--- src/rtl/fifo_pkg.sv ---
// Shared FIFO helpers: counter width and wrap-around pointer increment.
package fifo_pkg;

  function automatic int unsigned fifo_cnt_w(input int unsigned depth);
    return 32'($clog2(depth + 32'd1));
  endfunction

  // Wraps explicitly at depth-1 so non-power-of-2 depths work.
  function automatic int unsigned fifo_ptr_inc(input int unsigned ptr,
                                               input int unsigned depth);
    return (ptr == depth - 32'd1) ? 32'd0 : ptr + 32'd1;
  endfunction

endpackage

--- src/rtl/fifo_status_if.sv ---
// Request and status bundle between a FIFO producer/consumer and fifo_status.
interface fifo_status_if
  import fifo_pkg::*;
#(
  parameter int unsigned DATA_SIZE = 8,
  parameter int unsigned MAX_DEPTH = 16
);
  localparam int unsigned CW = fifo_cnt_w(MAX_DEPTH);

  logic                 write_to_fifo;
  logic                 read_from_fifo;
  logic [DATA_SIZE-1:0] write_data_in;
  logic [DATA_SIZE-1:0] read_data_out;
  logic                 empty;
  logic                 full;
  logic                 almost_empty;
  logic                 almost_full;
  logic [CW-1:0]        count;
  logic                 overflow;
  logic                 underflow;

  modport master (
    output write_to_fifo, read_from_fifo, write_data_in,
    input  read_data_out, empty, full, almost_empty, almost_full, count,
           overflow, underflow
  );

  modport slave (
    input  write_to_fifo, read_from_fifo, write_data_in,
    output read_data_out, empty, full, almost_empty, almost_full, count,
           overflow, underflow
  );
endinterface

--- src/rtl/fifo_ram.sv ---
// FIFO storage: synchronous write port, asynchronous read port, never cleared.
module fifo_ram #(
  parameter int unsigned DATA_SIZE = 8,
  parameter int unsigned MAX_DEPTH = 16,
  parameter int unsigned AW        = $clog2(MAX_DEPTH)
) (
  input  logic                 clk,
  input  logic                 we,
  input  logic [AW-1:0]        waddr,
  input  logic [DATA_SIZE-1:0] wdata,
  input  logic [AW-1:0]        raddr,
  output logic [DATA_SIZE-1:0] rdata
);
  logic [DATA_SIZE-1:0] mem [MAX_DEPTH];

  always_ff @(posedge clk) begin
    if (we) mem[waddr] <= wdata;
  end

  assign rdata = mem[raddr];
endmodule

--- src/rtl/fifo_status.sv ---
// Synchronous FIFO controller: pointers, occupancy, registered flags and
// one-cycle overflow/underflow pulses around a fifo_ram.
module fifo_status
  import fifo_pkg::*;
#(
  parameter int unsigned DATA_SIZE = 8,
  parameter int unsigned MAX_DEPTH = 16,
  parameter int unsigned AF_THRESH = 12,
  parameter int unsigned AE_THRESH = 2
) (
  input  logic          clk,
  input  logic          reset,
  fifo_status_if.slave  bus
);
  localparam int unsigned CW = fifo_cnt_w(MAX_DEPTH);
  localparam int unsigned PW = $clog2(MAX_DEPTH);

  localparam logic [CW-1:0] CNT_MAX = CW'(MAX_DEPTH);
  localparam logic [CW-1:0] AF_T    = CW'(AF_THRESH);
  localparam logic [CW-1:0] AE_T    = CW'(AE_THRESH);
  localparam logic          AF_RST  = (AF_THRESH == 0);

  logic          rd_ok, wr_ok;
  logic [PW-1:0] wr_ptr_d, wr_ptr_q, rd_ptr_d, rd_ptr_q;
  logic [CW-1:0] count_d, count_q;
  logic          empty_d, empty_q, full_d, full_q;
  logic          almost_empty_d, almost_empty_q, almost_full_d, almost_full_q;
  logic          overflow_d, overflow_q, underflow_d, underflow_q;

  // Acceptance, pointer advance and flags computed from the next count.
  always_comb begin
    rd_ok          = bus.read_from_fifo & ~empty_q;
    wr_ok          = bus.write_to_fifo & (~full_q | rd_ok);
    wr_ptr_d       = wr_ptr_q;
    rd_ptr_d       = rd_ptr_q;
    if (wr_ok) wr_ptr_d = PW'(fifo_ptr_inc(32'(wr_ptr_q), MAX_DEPTH));
    if (rd_ok) rd_ptr_d = PW'(fifo_ptr_inc(32'(rd_ptr_q), MAX_DEPTH));
    count_d        = count_q + CW'(wr_ok) - CW'(rd_ok);
    empty_d        = (count_d == '0);
    full_d         = (count_d == CNT_MAX);
    almost_empty_d = (count_d <= AE_T);
    almost_full_d  = (count_d >= AF_T);
    overflow_d     = bus.write_to_fifo & ~wr_ok;
    underflow_d    = bus.read_from_fifo & ~rd_ok;
  end

  always_ff @(posedge clk) begin
    if (reset) begin
      wr_ptr_q       <= '0;
      rd_ptr_q       <= '0;
      count_q        <= '0;
      empty_q        <= 1'b1;
      full_q         <= 1'b0;
      almost_empty_q <= 1'b1;
      almost_full_q  <= AF_RST;
      overflow_q     <= 1'b0;
      underflow_q    <= 1'b0;
    end else begin
      wr_ptr_q       <= wr_ptr_d;
      rd_ptr_q       <= rd_ptr_d;
      count_q        <= count_d;
      empty_q        <= empty_d;
      full_q         <= full_d;
      almost_empty_q <= almost_empty_d;
      almost_full_q  <= almost_full_d;
      overflow_q     <= overflow_d;
      underflow_q    <= underflow_d;
    end
  end

  // Write is masked during reset so a flushed request leaves no trace.
  fifo_ram #(
    .DATA_SIZE (DATA_SIZE),
    .MAX_DEPTH (MAX_DEPTH),
    .AW        (PW)
  ) u_ram (
    .clk   (clk),
    .we    (wr_ok & ~reset),
    .waddr (wr_ptr_q),
    .wdata (bus.write_data_in),
    .raddr (rd_ptr_q),
    .rdata (bus.read_data_out)
  );

  assign bus.count        = count_q;
  assign bus.empty        = empty_q;
  assign bus.full         = full_q;
  assign bus.almost_empty = almost_empty_q;
  assign bus.almost_full  = almost_full_q;
  assign bus.overflow     = overflow_q;
  assign bus.underflow    = underflow_q;
endmodule

--- src/flat_wrapper.sv ---
// flat-port wrapper written by rule: the top's interface ports become plain ports
module fifo_status_flat import fifo_pkg::*;
#(
  parameter int unsigned DATA_SIZE = 8,
  parameter int unsigned MAX_DEPTH = 16,
  parameter int unsigned AF_THRESH = 12,
  parameter int unsigned AE_THRESH = 2
)
  (clk, reset, bus_write_to_fifo, bus_read_from_fifo, bus_write_data_in, bus_read_data_out, bus_empty, bus_full, bus_almost_empty, bus_almost_full, bus_count, bus_overflow, bus_underflow);
  fifo_status_if #(.DATA_SIZE(DATA_SIZE), .MAX_DEPTH(MAX_DEPTH)) bus_i ();
  input  logic clk;
  input  logic reset;
  input wire logic [$bits(bus_i.write_to_fifo)-1:0] bus_write_to_fifo;
  input wire logic [$bits(bus_i.read_from_fifo)-1:0] bus_read_from_fifo;
  input wire logic [$bits(bus_i.write_data_in)-1:0] bus_write_data_in;
  output wire logic [$bits(bus_i.read_data_out)-1:0] bus_read_data_out;
  output wire logic [$bits(bus_i.empty)-1:0] bus_empty;
  output wire logic [$bits(bus_i.full)-1:0] bus_full;
  output wire logic [$bits(bus_i.almost_empty)-1:0] bus_almost_empty;
  output wire logic [$bits(bus_i.almost_full)-1:0] bus_almost_full;
  output wire logic [$bits(bus_i.count)-1:0] bus_count;
  output wire logic [$bits(bus_i.overflow)-1:0] bus_overflow;
  output wire logic [$bits(bus_i.underflow)-1:0] bus_underflow;
  assign bus_i.write_to_fifo = bus_write_to_fifo;
  assign bus_i.read_from_fifo = bus_read_from_fifo;
  assign bus_i.write_data_in = bus_write_data_in;
  assign bus_read_data_out = bus_i.read_data_out;
  assign bus_empty = bus_i.empty;
  assign bus_full = bus_i.full;
  assign bus_almost_empty = bus_i.almost_empty;
  assign bus_almost_full = bus_i.almost_full;
  assign bus_count = bus_i.count;
  assign bus_overflow = bus_i.overflow;
  assign bus_underflow = bus_i.underflow;
  fifo_status #(.DATA_SIZE(DATA_SIZE), .MAX_DEPTH(MAX_DEPTH), .AF_THRESH(AF_THRESH), .AE_THRESH(AE_THRESH)) u_core (.clk(clk), .reset(reset), .bus(bus_i));
endmodule
--- config.mk ---
export PLATFORM = sky130hd
export DESIGN_NAME = fifo_status_flat
export DESIGN_NICKNAME = d
export VERILOG_FILES = /design/src/rtl/fifo_pkg.sv /design/src/rtl/fifo_status_if.sv /design/src/rtl/fifo_ram.sv /design/src/rtl/fifo_status.sv /design/src/flat_wrapper.sv
export SDC_FILE = /design/constraint.sdc
export NUM_CORES = 1
export LEC_CHECK = 0
export BUFFER_PORTS_ARGS = -buffer_cell sky130_fd_sc_hd__buf_2
export CAP_MARGIN = 0
export CORE_MARGIN = 4
export CORE_UTILIZATION = 30
export DETAILED_ROUTE_END_ITERATION = 6
export PLACE_DENSITY_LB_ADDON = 0.05
export SETUP_SLACK_MARGIN = 0.02
export SLEW_MARGIN = 0
export SYNTH_ARGS = -nofsm -noshare
export SYNTH_HDL_FRONTEND = slang
export SYNTH_SLANG_ARGS = --single-unit
export TNS_END_PERCENT = 1
--- constraint.sdc ---
create_clock -name clk -period 3.1 [get_ports clk]
set_input_delay 0.31 -clock clk [delete_from_list [all_inputs] [get_ports clk]]
set_output_delay 0.31 -clock clk [all_outputs]
set_load 0.05 [all_outputs]
After elaboration in Yosys (flattened, before gate mapping)

Memory sizes are Yosys's and may differ from the RTL's. A register that Yosys moved wholly into a read port is not among the register bits.
Cells that the tools add are included.

Memories: 1
Bits in registers: 19
RAM bits: 128
Logic and storage cells: 37

Add/subtract/negate cells: 4
Reductions and logical operators: 1
Muxes and demuxes: 6
Bitwise logic cells: 11
Equality and inequality tests: 3
Order comparisons: 2

Memories:

| memory           | depth | width | read ports | clocked after Yosys merged registers in | write ports | RTL line       | RTL |
|---|---|---|---|---|---|---|---|
| u_core.u_ram.mem | 16    | 8     | 1          | 1                                       | 1           | fifo_ram.sv:14 | `logic [DATA_SIZE-1:0] mem [MAX_DEPTH];` |

Operators with widths:

| kind                                                           | count |
|---|---|
| 2-to-1 mux 4 bit                                               | 4 |
| adder 4 x 1 -> 4 bit, second input constant                    | 2 |
| equality test 4 bit, second input constant                     | 2 |
| adder 5 x 1 -> 5 bit                                           | 1 |
| bitwise AND 1 bit                                              | 5 |
| equality test 5 bit, second input constant                     | 1 |
| >= comparator 5 x 4 -> 1 bit, second input constant            | 1 |
| less-or-equal comparator 5 x 2 -> 1 bit, second input constant | 1 |
| logical NOT 5 bit                                              | 1 |
| inverter 1 bit                                                 | 5 |
| subtractor 5 x 1 -> 5 bit                                      | 1 |
| 2-to-1 mux 1 bit                                               | 2 |
| OR 1 bit                                                       | 1 |

Depth between registers and ports, before layout

Gate-level depths: netlist of the first run.

Depth in word-level cells: 7
Gate-level depth with buffers: 11

Modules after synthesis

Synthesis of the first run repeated with hierarchy kept, for this count alone.

Cells, all modules: 320
Area total of the unflattened synthesis: 5894.4 um2

By module, submodules not included:

| module      | area an instance (um2) | cells each | instances | seq. area each (um2) |
|---|---|---|---|---|
| fifo_ram    | 4987.3                 | 221        | 1         | 3843.7 |
| fifo_status | 907.1                  | 99         | 1         | 380.4 |

Least setup slack after synthesis of the first run

No wires, ideal clock.

Kind: flip-flop to flip-flop
Start: register u_core.empty_q (netlist: u_core.bus.empty)
End: register u_core.empty_q (netlist: u_core.bus.empty)
Path slack: 0.155 ns
Library setup time: 0.087 ns
Stages on the path, launching flop included: 12
Data required time: 3.013 ns
Arrival time: 2.858 ns
Cells stage by stage: dfxtp_1 nand2b_1 inv_1 ha_1 inv_1 ha_1 inv_1 fa_1 or4b_1 o21ai_1 o211ai_1 o31ai_1

Word-level cells in the longest chain between the ends: 7

RTL lines:

| item                        | RTL line          | RTL |
|---|---|---|
| start, declared             | fifo_status.sv:26 | `logic empty_d, empty_q, full_d, full_q;` |
| start signal, assigned      | fifo_status.sv:62 | `empty_q <= empty_d;` |
| inverter 1 bit *            | fifo_status.sv:32 | `rd_ok = bus.read_from_fifo & ~empty_q;` |
| bitwise AND 1 bit *         | fifo_status.sv:32 |  |
| net u_core.rd_ok            | fifo_status.sv:23 | `logic rd_ok, wr_ok;` |
| OR 1 bit                    | fifo_status.sv:33 | `wr_ok = bus.write_to_fifo & (~full_q \| rd_ok);` |
| bitwise AND 1 bit           | fifo_status.sv:33 |  |
| adder 5 x 1 -> 5 bit        | fifo_status.sv:38 | `count_d = count_q + CW'(wr_ok) - CW'(rd_ok);` |
| subtractor 5 x 1 -> 5 bit * | fifo_status.sv:38 |  |
| logical NOT 5 bit *         | fifo_status.sv:39 | `empty_d = (count_d == '0);` |

The timed path passes the listed nets; every way through them passes the cells marked *.
A chain may end at the register's enable or synchronous reset.

==> results by stage, run 1 <==
Status:
- The flow ran to the end, and the final reports show no timing, DRC or antenna violations.

Power and ir drop:
- The total leakage power is 0.00248 uW.
- The design draws 5440 uW.
- The proportion of power drawn by combinational gates is 19.9%.
- The relative contribution of sequential cells to total power is 43.0%.
- The net switching power is 1530 uW.
- Of the total power, the clock network draws 37.1%.
- The internal power of the cells totals 3910 uW.
- Of the total power, the share spent switching nets is 28.2%.
- The power density over the cells is 749 nW/um^2.
- Across the VDD grid, the largest voltage drop is 0.378 mV.

Timing:
- The final setup violation count is 0.
- The maximum operating frequency is 363 MHz.
- The count of endpoints failing hold in the final timing report came to 0.
- Setup repair after global routing left no endpoint under its margin.
- The count of final max-slew check failures came to 0.
- For the final routed database, the setup TNS stands at 0 ns.
- On the final layout, the worst clock skew is 0.0110 ns.
- The relative slew slack is 49.5%.
- Of the available clock period, the critical path in the final layout requires 88.9%.
- The transition time of the tightest slew-check pin is 0.756 ns.
- For the finished layout, the period the worst path requires is 2.75 ns.

Floorplan:
- The die span in x is 151 um.
- The core area is 19700 sq um.
- The floorplan die area is 22700 sq um.
- From bottom edge to top edge, the die measures 151 um.
- Once the floorplan was initialized, standard cells occupied 30.9% of the core.
- In this run the core area contains 51 standard-cell rows.
- The top-level port count is 31.

Drt:
- The DRC violations left is 0.
- Detailed routing inserted a total of 3033 vias.
- The number of design-rule violations left by the first detailed-router iteration is 163.
- The final routed wire length divided by cell count is 20.6 um.
- The first TritonRoute pass finished after 4 iterations.
- The routed via count divided by cell count is 4.63.
- The residual antenna-violating net count after detailed routing is 0.
- The routed design has 13500 um of wire.

Clocking:
- The TritonCTS buffer count is 17.
- The clock passes through at most 2 buffers.
- In this run the clock root is driven by a sky130_fd_sc_hd__clkbuf_16.
- Clock latency on the worst-skew pair, taken at its later pin, is 0.42 ns.
- The number of setup buffers added after CTS is 0.
- The H-tree depth reported by CTS is 4.
- After clock tree synthesis, the repair step resized 0 gates.
- The number of hold buffers added after CTS was 0.
- The clock-pin transition on the worst setup and hold timing paths is 0.07 ns.
- TritonCTS built the clock tree.
- CTS saw 151 sinks.

Flow run:
- Max-cap violations in this run came to 0.

Logic synthesis:
- The synthesized flop and latch total is 151.
- Among all flip-flop cells after synthesis, the most frequent one is sky130_fd_sc_hd__edfxtp_1.
- For this run, the register share of the synthesized area comes to 70.6%.
- Counting flops with a built-in enable in the synthesized netlist gives 128.
- The count of mapped cells out of synthesis is 320.
- For this run, asynchronously set or reset flops after synthesis account for 0%.
- The count of distinct cell types in the synthesized netlist is 39.
- The library cell with the highest instance count after synthesis is sky130_fd_sc_hd__edfxtp_1.
- The mean instance size in the synthesized netlist is 19.1 sq um.
- The leading area contributor after synthesis is sky130_fd_sc_hd__edfxtp_1.
- The commonest cells after synthesis are 128 x sky130_fd_sc_hd__edfxtp_1, 24 x sky130_fd_sc_hd__mux4_1, 23 x sky130_fd_sc_hd__dfxtp_1, 22 x sky130_fd_sc_hd__nor2_1, 16 x sky130_fd_sc_hd__mux4_2.
- The net count of the mapped netlist is 343.
- The cell area after technology mapping is 6100 sq um.
- Yosys attributes the largest share of cell area to sky130_fd_sc_hd__edfxtp_1 63%, sky130_fd_sc_hd__mux4_1 10%, sky130_fd_sc_hd__dfxtp_1 7.6%.
- The number of warnings issued by yosys is 0.
- The share of the synthesized area in the top cell type is 63.0%.

Finish:
- The number of nets at the end of the flow is 400.
- The number of inserted filler cells in the final layout is 1836.
- The repair_antennas step left the layout with diodes totalling 0.
- The sequential cells in the finished layout cover a total of 4310 sq um.
- The fraction of final layout cells with drive strength greater than 1 is 26.7%.
- The multi-input logic area is 1660 sq um.
- The post-synthesis to final-layout area growth is 19.2%.

Setup path:
- The endpoint class of the critical path is an output pin.
- At the worst endpoint, the required time is 2.79 ns.
- The data arrival time of the critical path is 2.44 ns.
- The type of origin of the critical path is a flip-flop.
- The start-to-end type of the worst setup path is reg -> out.
- The maximum net fanout on the critical path is 32.

Global routing:
- Global routing finished with a remaining overflow of 0.
- The via count of the first global-routing pass came to 3198.
- The number of antenna violations at the first check in global routing came to 0.
- The global-route usage over all layers is 13.0%.
- Entering global routing, the biggest net connects 33 pins.
- The wire length of the first global-routing pass is 20700 um.

Placed design:
- Summed over all nets, the half-perimeter wirelength after detailed placement is 8490 um.
- The congestion estimate from routability-driven global placement came to 0.678.
- The count of input and output buffers is 30.

Min path:
- The worst hold path belongs to the class in -> reg.
routing by layer:
layer / vias up / routed length, um / GRT usage (%)
li1: 1410 / - / -
met1: 1554 / 6110 / 17.0
met2: 56 / 6690 / 21.3
met3: 13 / 576 / 3.55
met4: 0 / 142 / 3.84
met5: - / 0 / 0
registers in the layout, indices dropped and copies added, names as in the netlist, named ones only:
name and cells:
u_core.bus.overflow 1, u_core.rd_ptr_q 4, u_core.bus.underflow 1, u_core.bus.full 1, u_core.u_ram.mem 128, u_core.bus.count 5, u_core.bus.almost_full 1, u_core.wr_ptr_q 4
u_core.bus.empty 1, u_core.bus.almost_empty 1
through the flow:
step	std cells	utilization (%)	hold WS, ns	cell area (sq um)	worst slack [ns]
2_1_floorplan	320	-	0.409	6100	0.155
3_3_place_gp	623	33.9	0.483	6680	0.435
3_5_place_dp	623	33.9	0.486	6680	0.365
4_1_cts	655	36.9	0.124	7270	0.303
5_1_grt	655	36.9	0.139	7270	0.124
6_report	655	36.9	0.140	7270	0.345
power by group through the flow:
stage	clock network [uW]	registers, uW	logic (uW)
after floorplan	0	2550	672
after global placement	0	2380	1110
after detailed placement	0	2390	1100
after CTS	2080	2340	1100
after global routing	2180	2350	1190
final	2020	2340	1080
cell type report:
class	instances	share of cell area, %
sequential	151	59.2
multi-input combinational	141	22.9
clock buffer	24	7.44
tap	265	4.56
timing repair buffer	51	4.41
inverter	15	0.775
clock inverter	8	0.723
layout by cell type (no fill, tap or decap), drive strengths merged:
cell	n
nand2	10
a21oi	12
o32ai	1
nand2b	5
o21ai	4
or4	1
mux2i	2
fa	1
xnor2	1
xor2	5
nor4	1
and3b	1
clkbuf	24
a32o	1
or4b	2
ha	10
nor2b	1
a31oi	1
nor3	8
a21o	1
dfxtp	23
o31ai	2
or3	1
buf	51
o21a	1
mux4	40
and3	1
edfxtp	128
a311oi	1
clkinv	4
inv	19
o211ai	3
nor2	22
a21boi	1
o22ai	1
path summary, 6_finish.rpt:
path / slack [ns] / endpoint / cells past startpoint / start
worst max-delay path: 0.35 / bus_read_data_out[6] / 4 / flip-flop
worst min-delay path: 0.14 / u_core.bus.underflow / 2 / bus_read_from_fifo
worst max register to register: 0.37 / u_core.bus.empty / 10 / u_core.bus.empty
worst min register to register: 0.49 / u_core.bus.underflow / 1 / u_core.bus.empty
worst max-delay path, cell delays in order, from the launching register on:
cell and delay, ns:
sky130_fd_sc_hd__dfxtp_2 0.34, sky130_fd_sc_hd__buf_12 0.26, sky130_fd_sc_hd__mux4_1 0.65, sky130_fd_sc_hd__mux4_2 0.52, sky130_fd_sc_hd__buf_2 0.24
cells by family (layout without fill, tap and decap cells):
kind of cell / count (synthesis) / after routing / synth area share, %
simple gates: 53 / 53 / 4.15
flops: 151 / 151 / 70.6
fa+ha+maj: 11 / 11 / 2.38
xor+xnor: 6 / 6 / 0.862
buf+inv: 28 / 98 / 2.48
compound gates: 29 / 29 / 2.96
mux: 42 / 42 / 16.6
No activity file was read; power rests on OpenSTA's default activity.
==> run 2, diff against run 1 <==
--- a/config.mk
+++ b/config.mk
@@ -9,6 +9,7 @@
 export CAP_MARGIN = 0
 export CORE_MARGIN = 4
 export CORE_UTILIZATION = 30
+export CTS_BUF_LIST = sky130_fd_sc_hd__clkbuf_16
 export DETAILED_ROUTE_END_ITERATION = 6
 export PLACE_DENSITY_LB_ADDON = 0.05
 export SETUP_SLACK_MARGIN = 0.02
@@ -16,4 +17,3 @@
 export SYNTH_ARGS = -nofsm -noshare
 export SYNTH_HDL_FRONTEND = slang
 export SYNTH_SLANG_ARGS = --single-unit
-export TNS_END_PERCENT = 1
==> results by stage, run 2 (synthesized netlist as in run 1, its figures left out) <==
Finish:
- The multi-input logic area is 1660 sq um (unchanged).
- u_core.u_ram.mem holds more flip-flops than any other register.
- The register area is 4310 sq um (unchanged).
- The final cell count without fillers is 655 (unchanged).
- Leaving out fill and tap cells, the most frequent cells in the layout are 128 x sky130_fd_sc_hd__edfxtp_1, 30 x sky130_fd_sc_hd__buf_2, 24 x sky130_fd_sc_hd__mux4_1.
- The number of nets at the end of the flow was 400 (unchanged).
- The number of antenna repair diodes is 0 (unchanged).
- The number of inserted filler cells in the final layout is 1838 (+0.11%).
- The fraction of final layout cells with drive strength greater than 1 is 25.9% (-0.77 points).
- The flip-flop count of the largest register after layout is 128 (unchanged).
- The post-synthesis to final-layout area growth is 19.1% (about the same).
- The leading cell type in the layout, fill and taps excluded is sky130_fd_sc_hd__edfxtp_1.

Drt:
- The routed via count divided by cell count is 4.62 (-0.30%).
- The routed wire length is 13500 um (about the same).
- The residual antenna-violating net count after detailed routing is 0 (unchanged).
- The number of design-rule violations left by the first detailed-router iteration is 163 (unchanged).
- The final routed wire length divided by cell count was 20.6 um (about the same).
- The DRC violations left is 0 (unchanged).
- The total via count in the routed design is 3024 (-0.30%).
- The detailed-router iteration count before antenna repair is 4 (unchanged).

Setup path:
- The largest delay contributor family on the critical path is multiplexers.
- The maximum net fanout on the critical path came to 32 (unchanged).
- In this run the critical register-to-register path is launched from u_core.bus.empty.
- The data required time of the critical path is 2.79 ns (about the same).
- The data arrival time of the critical path came to 2.44 ns (about the same).
- For this design, the slowest cell found on the critical path is sky130_fd_sc_hd__mux4_1.
- The endpoint class of the critical path is an output pin.
- The flop-to-flop setup slack is 0.37 ns (about the same).
- The total stage count of the critical path came to 4 (unchanged).
- The critical path ends at bus_read_data_out[6].
- STA classifies the critical path startpoint as a flip-flop.
- The worst path buffer plus inverter count is 2 (unchanged).
- The worst setup path is of the reg -> out kind.
- The critical path goes through buf_12 > mux4_1 > mux4_2 > buf_2.
- The logic depth of the worst register-to-register path is 10 (unchanged).
- The delay of the slowest critical-path stage is 0.65 ns (about the same).
- The worst reg2reg path endpoint is u_core.bus.empty.

Global routing:
- The global-route usage over all layers is 13.0% (unchanged).
- The largest net degree at the start of global routing is 33 (unchanged).
- The number of antenna violations at the first check in global routing was 0 (unchanged).
- The via count of the first global-routing pass is 3198 (unchanged).
- The aggregate global routing overflow is 0 (unchanged).
- The wire length of the first global-routing pass is 20700 um (unchanged).

Clocking:
- The maximum clock path buffer count came to 2 (unchanged).
- The H-tree depth reported by CTS is 4 (unchanged).
- The clock-pin transition on the worst setup and hold timing paths is 0.07 ns (about the same).
- The count of buffers added by post-CTS timing repair for setup was 0 (unchanged).
- The TritonCTS buffer count is 17 (unchanged).
- The TritonCTS clock tree is yes.
- The later-pin clock latency in the skew report was 0.42 ns (about the same).
- The quantity of gates resized following cts is 0 (unchanged).
- The clock sink count was 151 (unchanged).
- The number of hold-repair buffers added at the cts stage is 0 (unchanged).
- The root buffer selected by CTS is sky130_fd_sc_hd__clkbuf_16.

Floorplan:
- The effective utilization at floorplan is 30.9% (unchanged).
- The floorplan die area is 22700 sq um (unchanged).
- The top-level port count is 31 (unchanged).
- The core area came to 19700 sq um (unchanged).
- The die span in x is 151 um (unchanged).
- The die boundary height is 151 um (unchanged).
- The number of placement rows is 51 (unchanged).

Timing:
- The maximum operating frequency was 363 MHz (+0.11%).
- The relative slew slack is 49.6% (+0.089 points).
- The fraction of the cycle the final worst path needs is 88.8% (-0.097 points).
- The final sum of negative setup slack is 0 ns (unchanged).
- The transition time of the tightest slew-check pin came to 0.755 ns (-0.00133 ns).
- The minimum clock period is 2.75 ns (-0.00300 ns).
- The count of final max-slew check failures came to 0 (unchanged).
- The count of endpoints failing hold in the final timing report is 0 (unchanged).
- The final setup violation count is 0 (unchanged).
- The clock skew is 0.0109 ns (-0.0000927 ns).
- Setup repair after global routing left no endpoint under its margin.

Placed design:
- The placed wire-length estimate after detailed placement came to 8490 um (unchanged).
- The total instance count after detailed placement was 623 (unchanged).
- The routability-driven placement congestion ratio came to 0.678 (unchanged).
- The count of input and output buffers is 30 (unchanged).

Min path:
- The class of the most critical hold timing path is in -> reg.
- The number of cells on the worst hold path is 2 (unchanged).
- The startpoint of the worst hold path is bus_read_from_fifo.

Power and ir drop:
- The worst ir drop on vdd came to 0.378 mV (about the same).
- The net switching power is 1530 uW (-0.12%).
- The cell internal power dissipation is 3890 uW (-0.49%).
- The total leakage power is 0.00249 uW (+0.14%).
- The relative contribution of sequential cells to total power is 43.2% (+0.2 points).
- The proportion of power drawn by combinational gates was 19.9% (about the same).
- The power density over the cells was 746 nW/um^2 (-0.33%).
- The switching power as a share of total power is 28.2% (+0.076 points).
- The clock network fraction of total power is 36.9% (-0.2 points).

Status:
- The run finished with clean final reports.

Flow run:
- The max capacitance violation total is 0 (unchanged).
==> run 2: changes by cell type in the layout (fill, tap and decap cells not counted), sizes merged <==
cell    change
inv         +3
clkbuf      -3
==> run 2: worst min path at each step <==
| stage | endpoint | slack [ns] |
|---|---|---|
| global placement | u_core.bus.underflow | 0.48 |
| global route | u_core.bus.underflow | 0.14 |
| detailed placement | u_core.bus.underflow | 0.49 |
| finish | u_core.bus.underflow | 0.14 |
| CTS | u_core.bus.underflow | 0.12 |
| floorplan | u_core.u_ram.mem[0][0] | 0.41 |
==> run 2: per-layer routing <==
layer	part of all wire (%)	routed length [um]	GRT usage [%]
met5	0	0	0
met4	1.1	142	3.84
met3	4.2	574	3.55
met2	49	6690	21.3
met1	45	6110	17.0
==> run 2: cell type report <==
cell class                 instances  share of cell area (%)
sequential                       151                    59.3
multi-input combinational        141                    22.9
clock buffer                      21                    7.23
tap                              265                    4.56
timing repair buffer              51                    4.41
clock inverter                    11                   0.878
inverter                          15                   0.775
==> run 2: power by group through the flow <==
stage                     clock network [uW]  registers [uW]  logic (uW)
after global placement                     0            2380        1110
final                                   2000            2340        1080
after CTS                               2060            2340        1100
after global routing                    2170            2350        1190
after floorplan                            0            2550         672
after detailed placement                   0            2390        1100
==> run 2: metrics by stage <==
stage / instance area (sq um) / util [%] / hold slack (ns) / worst slack, ns / power [uW]
4_1_cts: 7260 / 36.8 / 0.124 / 0.303 / 5500
6_report: 7260 / 36.8 / 0.141 / 0.348 / 5420
5_1_grt: 7260 / 36.8 / 0.139 / 0.124 / 5710
2_1_floorplan: 6100 / - / 0.409 / 0.155 / 3220
3_5_place_dp: 6680 / 33.9 / 0.486 / 0.365 / 3480
3_3_place_gp: 6680 / 33.9 / 0.483 / 0.435 / 3490
